## src/rtl/microwave_timer_ctrl.sv

```systemverilog
// Microwave cook timer: three-digit BCD M:SS countdown with keypad entry,
// a divided one-second tick, and the start/stop/door/done control FSM.
module microwave_timer_ctrl #(
    parameter int unsigned TICK_DIV    = 50000000,
    parameter int unsigned DONE_CYCLES = 3
) (
    input  logic       clock,
    input  logic       clear,
    input  logic       key_valid,
    input  logic [3:0] key_code,
    input  logic       start,
    input  logic       stop,
    input  logic       door_closed,
    output logic [3:0] mins,
    output logic [3:0] sec_tens,
    output logic [3:0] sec_ones,
    output logic       mag_on,
    output logic       done,
    output logic [2:0] state
);

    localparam int unsigned CNT_W  = (TICK_DIV > 2) ? $clog2(TICK_DIV) : 1;
    localparam int unsigned HOLD_W = (DONE_CYCLES > 1) ? $clog2(DONE_CYCLES) : 1;
    localparam logic [CNT_W-1:0]  CNT_LAST  = CNT_W'(TICK_DIV - 1);
    localparam logic [HOLD_W-1:0] HOLD_LAST = HOLD_W'(DONE_CYCLES - 1);

    typedef enum logic [2:0] {
        ST_IDLE    = 3'd0,
        ST_SETTING = 3'd1,
        ST_RUNNING = 3'd2,
        ST_PAUSED  = 3'd3,
        ST_DONE    = 3'd4
    } state_e;

    state_e              state_q, state_d;
    logic [3:0]          mins_q, mins_d;
    logic [3:0]          tens_q, tens_d;
    logic [3:0]          ones_q, ones_d;
    logic [CNT_W-1:0]    cnt_q, cnt_d;
    logic [HOLD_W-1:0]   hold_q, hold_d;
    logic                mag_q, mag_d;
    logic                done_q, done_d;

    logic time_zero;
    logic time_one;
    logic tick;
    logic key_ok;

    // Status decodes of the current registered state.
    always_comb begin
        time_zero = (mins_q == 4'd0) && (tens_q == 4'd0) && (ones_q == 4'd0);
        time_one  = (mins_q == 4'd0) && (tens_q == 4'd0) && (ones_q == 4'd1);
        tick      = (cnt_q == CNT_LAST);
        // A seconds digit above 5 cannot shift into the tens-of-seconds slot.
        key_ok    = key_valid && (key_code <= 4'd9) && (ones_q <= 4'd5);
    end

    // Next-state, digit, divider and hold-counter logic (stop > door > start > key).
    always_comb begin
        state_d = state_q;
        mins_d  = mins_q;
        tens_d  = tens_q;
        ones_d  = ones_q;
        cnt_d   = cnt_q;
        hold_d  = hold_q;

        case (state_q)
            ST_IDLE: begin
                cnt_d  = '0;
                hold_d = '0;
                if (stop) begin
                    state_d = ST_IDLE;
                end else if (start) begin
                    if (door_closed && time_zero) begin
                        mins_d  = 4'd0;
                        tens_d  = 4'd3;
                        ones_d  = 4'd0;
                        state_d = ST_RUNNING;
                    end
                end else if (key_ok) begin
                    mins_d  = tens_q;
                    tens_d  = ones_q;
                    ones_d  = key_code;
                    state_d = ST_SETTING;
                end
            end
            ST_SETTING: begin
                cnt_d  = '0;
                hold_d = '0;
                if (stop) begin
                    mins_d  = 4'd0;
                    tens_d  = 4'd0;
                    ones_d  = 4'd0;
                    state_d = ST_IDLE;
                end else if (start) begin
                    if (door_closed && !time_zero) begin
                        state_d = ST_RUNNING;
                    end
                end else if (key_ok) begin
                    mins_d = tens_q;
                    tens_d = ones_q;
                    ones_d = key_code;
                end
            end
            ST_RUNNING: begin
                if (stop || !door_closed) begin
                    state_d = ST_PAUSED;
                end else begin
                    cnt_d = tick ? '0 : cnt_q + CNT_W'(1);
                    if (tick) begin
                        if (time_zero || time_one) begin
                            mins_d  = 4'd0;
                            tens_d  = 4'd0;
                            ones_d  = 4'd0;
                            state_d = ST_DONE;
                        end else if (ones_q != 4'd0) begin
                            ones_d = ones_q - 4'd1;
                        end else begin
                            ones_d = 4'd9;
                            if (tens_q != 4'd0) begin
                                tens_d = tens_q - 4'd1;
                            end else begin
                                tens_d = 4'd5;
                                mins_d = mins_q - 4'd1;
                            end
                        end
                    end
                end
            end
            ST_PAUSED: begin
                if (stop) begin
                    mins_d  = 4'd0;
                    tens_d  = 4'd0;
                    ones_d  = 4'd0;
                    cnt_d   = '0;
                    state_d = ST_IDLE;
                end else if (start && door_closed && !time_zero) begin
                    cnt_d   = '0;
                    state_d = ST_RUNNING;
                end
            end
            ST_DONE: begin
                if (stop) begin
                    cnt_d   = '0;
                    hold_d  = '0;
                    state_d = ST_IDLE;
                end else begin
                    cnt_d = tick ? '0 : cnt_q + CNT_W'(1);
                    if (tick) begin
                        if (hold_q == HOLD_LAST) begin
                            hold_d  = '0;
                            cnt_d   = '0;
                            state_d = ST_IDLE;
                        end else begin
                            hold_d = hold_q + HOLD_W'(1);
                        end
                    end
                end
            end
            default: begin
                cnt_d   = '0;
                hold_d  = '0;
                state_d = ST_IDLE;
            end
        endcase

        mag_d  = (state_d == ST_RUNNING);
        done_d = (state_d == ST_DONE);
    end

    // State and output registers.
    always_ff @(posedge clock or negedge clear) begin
        if (!clear) begin
            state_q <= ST_IDLE;
            mins_q  <= 4'd0;
            tens_q  <= 4'd0;
            ones_q  <= 4'd0;
            cnt_q   <= '0;
            hold_q  <= '0;
            mag_q   <= 1'b0;
            done_q  <= 1'b0;
        end else begin
            state_q <= state_d;
            mins_q  <= mins_d;
            tens_q  <= tens_d;
            ones_q  <= ones_d;
            cnt_q   <= cnt_d;
            hold_q  <= hold_d;
            mag_q   <= mag_d;
            done_q  <= done_d;
        end
    end

    assign mins     = mins_q;
    assign sec_tens = tens_q;
    assign sec_ones = ones_q;
    assign mag_on   = mag_q;
    assign done     = done_q;
    assign state    = state_q;

endmodule

```

## config.mk

```make
export PLATFORM = sky130hd
export DESIGN_NAME = microwave_timer_ctrl
export DESIGN_NICKNAME = d
export VERILOG_FILES = /design/src/rtl/microwave_timer_ctrl.sv
export SDC_FILE = /design/constraint.sdc
export NUM_CORES = 1
export LEC_CHECK = 0
export CAP_MARGIN = 20
export CORE_ASPECT_RATIO = 1.5
export CORE_MARGIN = 3
export CORE_UTILIZATION = 50
export CTS_BUF_LIST = sky130_fd_sc_hd__clkbuf_16
export DETAILED_ROUTE_END_ITERATION = 10
export PLACE_DENSITY_LB_ADDON = 0.05
export SLEW_MARGIN = 20
export SYNTH_ARGS = -nofsm -noshare
export SYNTH_HDL_FRONTEND = slang
export SYNTH_SLANG_ARGS = --single-unit
```

## constraint.sdc

```tcl
create_clock -name clock -period 2.9 [get_ports clock]
set_input_delay 0.29 -clock clock [delete_from_list [all_inputs] [get_ports clock]]
set_output_delay 0.29 -clock clock [all_outputs]
set_load 0.02 [all_outputs]
```

### Word-level counts from Yosys, hierarchy flattened

Cells that the tools add are included.

* bits in registers: 45
* output and inout bits: 17

* $add $sub $neg: 5
* magnitude comparators: 2
* equality and inequality tests: 19
* mux-type cells: 63
* bitwise logic cells: 1
* reduce and logical (&&, ||, !) cells: 26

Operators with widths (number)
* 2-to-1 mux 26 bit: 7
* 2-to-1 mux 4 bit: 32
* case mux 26 bit (3 select lines): 1
* case mux 4 bit (4 select lines): 3
* 2-to-1 mux 3 bit: 15
* adder 26 x 1 -> 26 bit, second input constant: 1
* == test 26 bit, second input constant: 1
* != test 3 bit, second input constant: 6
* case mux 3 bit (5 select lines): 1
* logical NOT 4 bit: 3
* nonzero test 4 bit: 3
* subtractor 4 x 1 -> 4 bit, second input constant: 3
* == test 3 x 2 -> 1 bit, second input constant: 3
* logical AND 1 bit: 9
* AND reduction 9 bit: 1
* != test 2 bit, second input constant: 4
* AND reduction 8 bit: 1
* AND reduction 7 bit: 1
* == test 3 bit, second input constant: 2
* 2-to-1 mux 2 bit: 3
* == test 4 x 1 -> 1 bit, second input constant: 1
* <= comparator 4 x 3 -> 1 bit, second input constant: 1
* <= comparator 4 bit, second input constant: 1
* case mux 2 bit (2 select lines): 1
* 9 further kinds: 12

### Depth between registers and ports, before layout

Gate-level depths: netlist of the first run.

* word-level depth: 10
* depth in mapped cells: 8

### Worst setup path before layout of the first run

Ideal clock, no wire load.

* path kind: register to register
* from: register ones_q[0], in the netlist sec_ones[0]
* to: register tens_q[0], in the netlist sec_tens[0]
* library setup time: 126 ps
* data arrival time: 2161 ps
* data required time: 2774 ps
* setup slack: 613 ps
* cell stages (with the launch flop): 8
* path buffers: 0
* clock period less this slack: 2287 ps
* cells stage by stage: dfrtp_1 > inv_1 > ha_1 > or3b_2 > nand2_1 > o221ai_2 > nand2b_1 > o32a_1

* cells in the longest elaborated chain, start to end: 7

RTL lines
* start, declared: RTL line 38 `logic [3:0] ones_q, ones_d;`
* start signal, assigned: RTL line 186 `ones_q <= ones_d;`
* branches (longest 7 deep; another with <= comparator 4 x 3 -> 1 bit)
* end signal, assigned: RTL line 185 `tens_q <= tens_d;`
* end, declared: RTL line 37 `logic [3:0] tens_q, tens_d;`

Several ways; the timed one is not identified. The select of a mux whose other input is x is not followed.
A chain may end at the register's enable or synchronous reset.

### Final worst setup path of the first run

Same ends and word-level chain as after synthesis.

==> impl_metrics.py, run 1 <==
metrics = {
    "pwr": {
        "powerDensity_nw_per_um2": 894,
        "switching_share_pct": 44.1,
        "leakagePower_nw": 1.38,
        "seq_power_share_pct": 27.2,
        "internal_power_mw": 1.80,
        "comb_power_share_pct": 52.7,
        "p_sw_mw": 1.41,
        "clock_power_share_pct": 20.0,
        "vdd_drop_max_v": 0.000426,
    },
    "detailed_routing": {
        "first_pass_iters": 4,
        "wl_per_cell_um": 18.5,
        "totalWireLength_mm": 8.23,
        "drc": 0,
        "vias": 2840,
        "viasPerCell": 6.38,
        "ant_nets": 0,
        "drt_iter0_markers": 174,
    },
    "setup_path": {
        "ff2ff_path_depth": 7,
        "r2r_end": "sec_tens[0]",
        "regToRegStartpoint": "sec_ones[0]",
        "path_max_fanout": 10,
        "critPathCaptureType": "register",
        "reg2reg_slack_ps": 350,
        "cp-start-kind": "register",
        "arrival_ps": 2720,
        "path_class": "register to register",
        "cp.required_ps": 3070,
    },
    "synth": {
        "synth_top_cell_by_area": "dfrtp_1",
        "async_reset_ff_share_pct": 100,
        "syn_area_per_cell_um2": 8.98,
        "ys_seq_elements": 45,
        "synthFlopType": "dfrtp_1",
        "synthTopCellsByArea": "dfrtp_1 (36%), nand3_1 (3.4%), nor2_1 (3.4%), a21oi_1 (3.1%), nand4_1 (2.6%)",
        "netlist.area_leader.share_pct": 36.3,
        "syn-instance-count": 345,
        "yosysSeqAreaShare_pct": 36.3,
        "syn_area_um2": 3100,
        "synth_fp_nets": 360,
        "ys_types": 71,
        "ys_warn_count": 0,
        "synth-edff-count": 0,
    },
    "clocking": {
        "insertion_delay_ps": 290,
        "ctsResizeCount": 0,
        "cts.sinks": 45,
        "ctsHoldBuffers": 0,
        "clk_pin_slew_ps": 60,
        "cts_root_buffer": "clkbuf_16",
        "cts_tree": "yes",
        "cts_setup_buffers": 0,
        "htreeDepth": 2,
        "clock_path_buffers": 2,
        "numCtsBuffers": 5,
    },
    "timing": {
        "period_share_pct": 87.9,
        "final.setup.worst_slack_ps": 350,
        "hold_violations": 1,
        "setup_tns_ps": 0,
        "drv_slew": 0,
        "rsz0062_at_grt": "no",
        "setup_viol": 0,
        "holdWs_ps": -0.406,
        "clock.fmax_mhz": 392,
        "relSlewSlack_pct": 61.1,
        "fin_skew_ps": 4.67,
        "fin_crit_ps": 2550,
        "tightest_slew_ps": 584,
    },
    "place": {
        "port_buffers": 26,
        "dp_hpwl_mm": 6.10,
        "gp_congestion": 0.874,
        "pre_cts_ws_ps": 296,
    },
    "grt": {
        "grt_overflow": 0,
        "antenna_found_initial": 0,
        "grt_pass1_wl_mm": 13.6,
        "grt_max_degree": 46,
        "grt_pass1_vias": 2810,
        "grt_use_total_pct": 23.6,
    },
    "worst_hold_path": {
        "hold_path_class": "primary input to async pin",
    },
    "finish": {
        "drive_gt1_share_pct": 11.5,
        "area_growth_pct": 16.0,
        "layout.nets": 387,
        "antenna_cells": 0,
    },
    "floorplanning": {
        "rows": 34,
        "core_um2": 5910,
        "ios": 27,
        "start_util_pct": 52.4,
        "fp.dieArea_um2": 7200,
        "die_h_um": 102,
        "die_x_um": 70.3,
    },
    "flow_run": {
        "drv_cap": 0,
    },
    "run_status": {
        "outcome": "finished, violations left",
        "violations": "negative hold slack",
    },
}
## synthesized netlist by cell type, drive strengths merged (3+ instances only)
cell type	instances
a32oi	3
o2111ai	4
nand3	22
ha	5
a21oi	22
nand2	17
and3	5
a22o	3
nor2	29
a21o	4
o31ai	6
nor3b	5
nor2b	3
and4	5
buf	9
inv	18
o22ai	9
or3b	4
or2	4
nand3b	5
nand4	13
mux2i	6
o21ai	16
dfrtp	45
a31oi	3
nor4	6
or4	10
nor3	9
nand2b	3
nor4b	3
o211ai	9
clkbuf	6
xor2	7
## routing by layer
layer,vias up,wire length (um),track usage (%)
met5,-,0,0
met4,0,148,8.26
met3,11,235,2.85
met2,61,4510,44.1
met1,1375,3340,27.5
li1,1393,-,-
## power by group through the flow
stage / Combinational [mW] / Sequential [mW] / Clock, mW
global route: 1.83 / 0.893 / 0.678
finish: 1.69 / 0.875 / 0.642
floorplan: 1.09 / 0.928 / 0
CTS: 1.69 / 0.873 / 0.649
detailed placement: 1.69 / 0.885 / 0
global placement: 1.68 / 0.883 / 0
## metrics by stage
step | power, mW | area (um^2) | cells | utilization, %
floorplan | 2.02 | 3100 | 345 | -
global placement | 2.57 | 3430 | 437 | 58.0
detailed placement | 2.57 | 3430 | 437 | 58.0
CTS | 3.22 | 3590 | 445 | 60.7
global route | 3.40 | 3590 | 445 | 60.8
finish | 3.21 | 3590 | 445 | 60.8
## worst max-delay path by stage
stage	start	to
floorplan	sec_ones[0]	sec_tens[0]
global placement	stop	sec_ones[0]
detailed placement	stop	sec_ones[0]
CTS	sec_ones[0]	sec_tens[0]
global route	sec_ones[0]	sec_tens[0]
finish	sec_ones[0]	sec_tens[0]
## cells by family after synthesis
| group | count (synthesis) | share of synthesized area (%) |
|---|---|---|
| adders and majority gates | 5 | 2.02 |
| muxes | 7 | 2.30 |
| DFF | 45 | 36.3 |
| xor gates and xnor gates | 7 | 1.98 |
| and+or+nand+nor | 148 | 29.2 |
| AOI/OAI and AO/OA | 100 | 23.3 |
| buffers and inverters | 33 | 4.85 |
## critical path, cell delays in order, from the launching register on
cell      delay, ps
dfrtp_1         450
inv_1           100
ha_1            320
nor3b_4         380
and4_1          300
o221ai_2        230
nand2b_1        280
o32a_1          360
## placed cells by master, fill, tap and decap left out, types with 5 or more instances in the layout
cell type and n:
a21oi_1 19, and3_1 5, and4_1 5, buf_4 10
clkbuf_16 5, clkdlybuf4s50_1 25, dfrtp_1 45, ha_1 5
inv_1 19, mux2i_1 6, nand2_1 17, nand3_1 21
nand3b_1 5, nand4_1 13, nor2_1 28, nor3_1 9
nor4_1 5, o211ai_1 9, o21ai_0 14, o22ai_1 9
o31ai_1 6, or4_1 7, xor2_1 7
## sequential cells by signal (all words and copies together), names as in the netlist
register / count
cnt_q: 26
sec_tens: 4
mag_on: 1
sec_ones: 4
hold_q: 2
mins: 4
done: 1
state: 3
## area by class of cell
class	instances	area (um^2)
Timing Repair Buffer	35	325
Inverter	18	67.6
Clock buffer	5	125
Sequential cell	45	1130
Fill cell	574	2320
Multi-Input combinational cell	267	1820
Clock inverter	3	37.5
Tap cell	72	90.1
Note: power is estimated with default switching activity, not from simulation.
==> run 2: changes to the inputs <==
--- a/config.mk
+++ b/config.mk
@@ -5,12 +5,13 @@
 export SDC_FILE = /design/constraint.sdc
 export NUM_CORES = 1
 export LEC_CHECK = 0
-export CAP_MARGIN = 20
+export CAP_MARGIN = 40
 export CORE_ASPECT_RATIO = 1.5
 export CORE_MARGIN = 3
 export CORE_UTILIZATION = 50
 export CTS_BUF_LIST = sky130_fd_sc_hd__clkbuf_16
 export DETAILED_ROUTE_END_ITERATION = 10
+export DONT_BUFFER_PORTS = 1
 export PLACE_DENSITY_LB_ADDON = 0.05
 export SLEW_MARGIN = 20
 export SYNTH_ARGS = -nofsm -noshare
==> constraint.sdc (replaced) <==
create_clock -name clock -period 2.65 [get_ports clock]
set_input_delay 0.265 -clock clock [delete_from_list [all_inputs] [get_ports clock]]
set_output_delay 0.265 -clock clock [all_outputs]
set_load 0.02 [all_outputs]
==> impl_metrics.py, run 2 (synthesized netlist as in run 1, its figures left out) <==
metrics = {
    "pwr": {
        "leakagePower_nw": 1.34,
        "power.total_mw": 3.37,
        "comb_power_share_pct": 51.6,
        "switching_share_pct": 46.7,
        "p_sw_mw": 1.57,
        "clock_power_share_pct": 18.0,
        "seq_power_share_pct": 30.4,
        "vdd_drop_max_v": 0.000520,
        "powerDensity_nw_per_um2": 983,
        "internal_power_mw": 1.80,
    },
    "setup_path": {
        "critPathCaptureType": "register",
        "cp.required_ps": 2860,
        "path_max_fanout": 7,
        "arrival_ps": 2680,
        "regToRegStartpoint": "sec_tens[1]",
        "cp-startpoint": "sec_tens[1]",
        "cp-start-kind": "register",
        "path_class": "register to register",
    },
    "timing": {
        "rsz0062_at_grt": "no",
        "period_share_pct": 93.5,
        "relSlewSlack_pct": 61.3,
        "drv_slew": 0,
        "final.setup.worst_slack_ps": 173,
        "fin_crit_ps": 2480,
        "clock.fmax_mhz": 404,
        "hold_violations": 0,
        "tightest_slew_ps": 581,
        "setup_tns_ps": 0,
        "fin_skew_ps": 3.69,
        "setup_viol": 0,
        "holdWs_ps": 245,
    },
    "finish": {
        "fin_util_pct": 58.0,
        "final_common_cell": "dfrtp_1",
        "layout.nets": 373,
        "fin_cells": 431,
        "fin_area_um2": 3430,
        "most-common-layout-cells": "dfrtp_1 (45), nor2_1 (28), nand3_1 (21)",
        "top_register": "cnt_q",
        "antenna_cells": 0,
        "drive_gt1_share_pct": 15.0,
        "area_growth_pct": 10.7,
        "largest_reg_flops": 26,
    },
    "detailed_routing": {
        "wl_per_cell_um": 19.8,
        "first_pass_iters": 4,
        "totalWireLength_mm": 8.55,
        "vias": 2842,
        "ant_nets": 0,
        "viasPerCell": 6.59,
        "drt_iter0_markers": 185,
        "drc": 0,
    },
    "clocking": {
        "cts_root_buffer": "clkbuf_16",
        "clk_pin_slew_ps": 60,
        "clock_path_buffers": 2,
        "cts_setup_buffers": 0,
        "cts_tree": "yes",
        "htreeDepth": 2,
        "numCtsBuffers": 5,
        "insertion_delay_ps": 280,
        "cts.sinks": 45,
    },
    "worst_hold_path": {
        "holdCritStartpoint": "stop",
        "hold_path_class": "primary input to register",
    },
    "grt": {
        "grt_use_total_pct": 24.6,
        "grt_overflow": 0,
        "antenna_found_initial": 0,
        "grt_pass1_vias": 2843,
        "grt_max_degree": 46,
        "grt_pass1_wl_mm": 14.1,
    },
    "place": {
        "dp_hpwl_mm": 6.30,
        "dp_cells": 421,
        "dpl_cell_area_um2": 3250,
        "gp_congestion": 0.893,
        "port_buffers": 0,
        "pre_cts_ws_ps": 205,
    },
    "floorplanning": {
        "die_x_um": 70.3,
        "ios": 27,
        "fp.dieArea_um2": 7200,
        "start_util_pct": 52.4,
        "rows": 34,
        "die_h_um": 102,
        "core_um2": 5910,
    },
    "run_status": {
        "outcome": "complete, no violations",
    },
    "flow_run": {
        "drv_cap": 0,
    },
}
[run 2: cell count changes in the layout (fill, tap and decap cells not counted), sizes merged]
cell	delta
clkdlybuf4s50	-25
buf	+10
bufinv	-1
clkinv	+1
dlygate4sd3	+1
[run 2: what timing repair did]
item                       4_1_cts  5_1_grt
hold buffers                     2        0
setup endpoints to repair        0        1
hold endpoints to repair        45        0
gates resized for setup          0        1
[run 2: final cells by class]
type | instances | area (um^2)
well taps | 72 | 90.1
clock inverters | 3 | 13.8
flip-flops and latches | 45 | 1130
fillers | 556 | 2480
clock buffers | 5 | 125
repair buffers | 21 | 180
inverters | 18 | 67.6
multi-input cells | 267 | 1830
[run 2: worst paths after layout]
path | to | slack [ps] | depth (start not counted)
worst max-delay path | mins[2] | 170 | 7
worst min-delay path | done | 240 | 2
worst max register to register | mins[2] | 170 | 7
worst min register to register | hold_q[0] | 510 | 1
max in group asynchronous | cnt_q[14] | 1940 | 2
min in group asynchronous | mins[3] | 500 | 2
[run 2: power groups by stage]
stage | clock [mW] | sequential [mW] | combinational [mW]
2_1_floorplan | 0 | 1.02 | 1.20
3_3_place_gp | 0 | 1.03 | 1.66
3_5_place_dp | 0 | 1.03 | 1.68
4_1_cts | 0.616 | 1.02 | 1.71
5_1_grt | 0.651 | 1.04 | 1.91
6_report | 0.606 | 1.03 | 1.74
[run 2: routing by layer]
layer / global-route usage (%) / part of all wire [%] / routed length (um) / vias up
met5: 0 / 0 / 0 / -
met4: 11.5 / 3.1 / 265 / 0
met3: 3.74 / 4.3 / 364 / 26
met2: 44.8 / 53 / 4500 / 95
met1: 28.0 / 40 / 3420 / 1355
li1: - / - / - / 1366
[run 2: worst max-delay path, cell delays in order (launching register included)]
cell	delay (ps)
dfrtp_1	380
inv_1	100
ha_1	240
or3b_4	430
nor4_1	270
a21oi_1	260
or4b_1	560
o211ai_1	160
==> run 3: changes to the inputs <==
--- a/config.mk
+++ b/config.mk
@@ -7,7 +7,7 @@
 export LEC_CHECK = 0
 export CAP_MARGIN = 40
 export CORE_ASPECT_RATIO = 1.5
-export CORE_MARGIN = 3
+export CORE_MARGIN = 2
 export CORE_UTILIZATION = 50
 export CTS_BUF_LIST = sky130_fd_sc_hd__clkbuf_16
 export DETAILED_ROUTE_END_ITERATION = 10
==> impl_metrics.py, run 3 (synthesized netlist as in run 1, its figures left out) <==
metrics = {
    "timing": {
        "rsz0062_at_grt": "no",
        "fin_skew_ps": 4.44,
        "hold_violations": 0,
        "relSlewSlack_pct": 63.3,
        "drv_slew": 0,
        "period_share_pct": 92.4,
        "setup_viol": 0,
        "clock.fmax_mhz": 408,
        "fin_crit_ps": 2450,
        "holdWs_ps": 235,
        "tightest_slew_ps": 551,
        "setup_tns_ps": 0,
    },
    "clocking": {
        "numCtsBuffers": 5,
        "clk_pin_slew_ps": 70,
        "insertion_delay_ps": 280,
        "cts_root_buffer": "clkbuf_16",
        "cts_tree": "yes",
        "clock_path_buffers": 2,
        "cts_setup_buffers": 0,
        "htreeDepth": 2,
        "ctsResizeCount": 0,
        "cts.sinks": 45,
    },
    "detailed_routing": {
        "vias": 2860,
        "viasPerCell": 6.53,
        "wl_per_cell_um": 19.4,
        "drt_iter0_markers": 184,
        "drc": 0,
        "ant_nets": 0,
        "totalWireLength_mm": 8.49,
        "first_pass_iters": 4,
    },
    "flow_run": {
        "drv_cap": 0,
    },
    "finish": {
        "most-common-layout-cells": "dfrtp_1 (45), nor2_1 (28), buf_4 (24)",
        "drive_gt1_share_pct": 16.2,
        "antenna_cells": 0,
        "largest_reg_flops": 26,
        "layout.nets": 378,
        "area_growth_pct": 11.8,
        "final_common_cell": "dfrtp_1",
        "top_register": "cnt_q",
    },
    "floorplanning": {
        "die_x_um": 68.3,
        "start_util_pct": 50.9,
        "ios": 27,
        "core_um2": 6090,
        "rows": 35,
        "fp.dieArea_um2": 6850,
        "die_h_um": 100,
    },
    "grt": {
        "grt_use_total_pct": 26.9,
        "grt_overflow": 0,
        "grt_max_degree": 46,
        "grt_pass1_vias": 2861,
        "grt_pass1_wl_mm": 13.8,
        "antenna_found_initial": 0,
    },
    "pwr": {
        "leakagePower_nw": 1.36,
        "comb_power_share_pct": 54.1,
        "clock_power_share_pct": 17.8,
        "switching_share_pct": 46.3,
        "seq_power_share_pct": 28.1,
        "powerDensity_nw_per_um2": 991,
        "vdd_drop_max_v": 0.000412,
        "p_sw_mw": 1.59,
        "internal_power_mw": 1.84,
    },
    "worst_hold_path": {
        "holdCritStartpoint": "stop",
        "whs_path_depth": 2,
        "hold_path_class": "primary input to register",
    },
    "place": {
        "port_buffers": 0,
        "dp_hpwl_mm": 6.33,
        "gp_congestion": 0.871,
    },
    "setup_path": {
        "path_cells": "inv_1 -> ha_1 -> or3b_4 -> nor4_1 -> a21oi_1 -> or4b_1 -> o211ai_1",
        "ff2ff_path_depth": 7,
        "arrival_ps": 2650,
        "cp.required_ps": 2860,
        "cp-start-kind": "register",
        "reg2reg_slack_ps": 200,
        "slowest_delay_ps": 540,
        "critPathCaptureType": "register",
        "path_class": "register to register",
        "critPathSlowestCell": "or4b_1",
        "regToRegStartpoint": "sec_tens[1]",
        "path_max_fanout": 7,
        "cp-startpoint": "sec_tens[1]",
    },
    "run_status": {
        "outcome": "complete, no violations",
    },
}
==> run 3: changes by cell type in the layout (fill, tap and decap cells not counted) <==
| cell | change |
|---|---|
| nor3b_2 | +1 |
| nor3b_4 | -1 |
| buf_4 | +5 |
==> run 3: area by class of cell <==
class                           instances  area (um^2)
Inverter                               18         67.6
Multi-Input combinational cell        267         1820
Timing Repair Buffer                   26          218
Tap cell                               74         92.6
Clock inverter                          3         13.8
Sequential cell                        45         1130
Clock buffer                            5          125
Fill cell                             570         2620
==> run 3: final timing paths <==
kind,end
worst max-delay path,mins[2]
worst min-delay path,state[0]
worst max register to register,mins[2]
worst min register to register,hold_q[0]
max in group asynchronous,cnt_q[21]
min in group asynchronous,sec_ones[1]
==> run 3: metal layers <==
metal / GRT usage [%] / vias to the layer above / wire length, um
met3: 4.04 / 25 / 245
met4: 11.7 / 0 / 276
met5: 0 / - / 0
met2: 47.9 / 64 / 4560
met1: 30.8 / 1400 / 3410
li1: - / 1371 / -
==> run 3: power by group through the flow <==
stage / Clock [mW] / Combinational (mW) / Sequential, mW
floorplan: 0 / 1.20 / 1.02
global placement: 0 / 1.78 / 0.976
detailed placement: 0 / 1.81 / 0.978
CTS: 0.620 / 1.84 / 0.966
global route: 0.652 / 2.02 / 0.983
finish: 0.612 / 1.86 / 0.965
==> run 3: worst max-delay path, delay by kind of cell (launching register included) <==
kind                       cells  cell delay [ps]
AOI/OAI and AO/OA              2              420
adders and majority gates      1              230
buffers and inverters          1               90
DFF                            1              380
and+or+nand+nor                3             1260
==> run 3: stage by stage <==
stage | worst slack [ps] | utilization [%] | std cells | power, mW | instance area (um^2)
after floorplan | 363 | - | 345 | 2.21 | 3100
after global placement | 240 | 53.9 | 427 | 2.76 | 3280
after detailed placement | 214 | 54.0 | 428 | 2.79 | 3290
after CTS | 171 | 56.9 | 438 | 3.43 | 3460
after global routing | 24.2 | 56.9 | 438 | 3.65 | 3460
final | 201 | 56.9 | 438 | 3.43 | 3460
==> run 3: repair_timing <==
action / in CTS / in global routing
setup endpoints to repair: 0 / 0
hold buffers: 2 / 0
endpoints found under the hold margin: 45 / 0
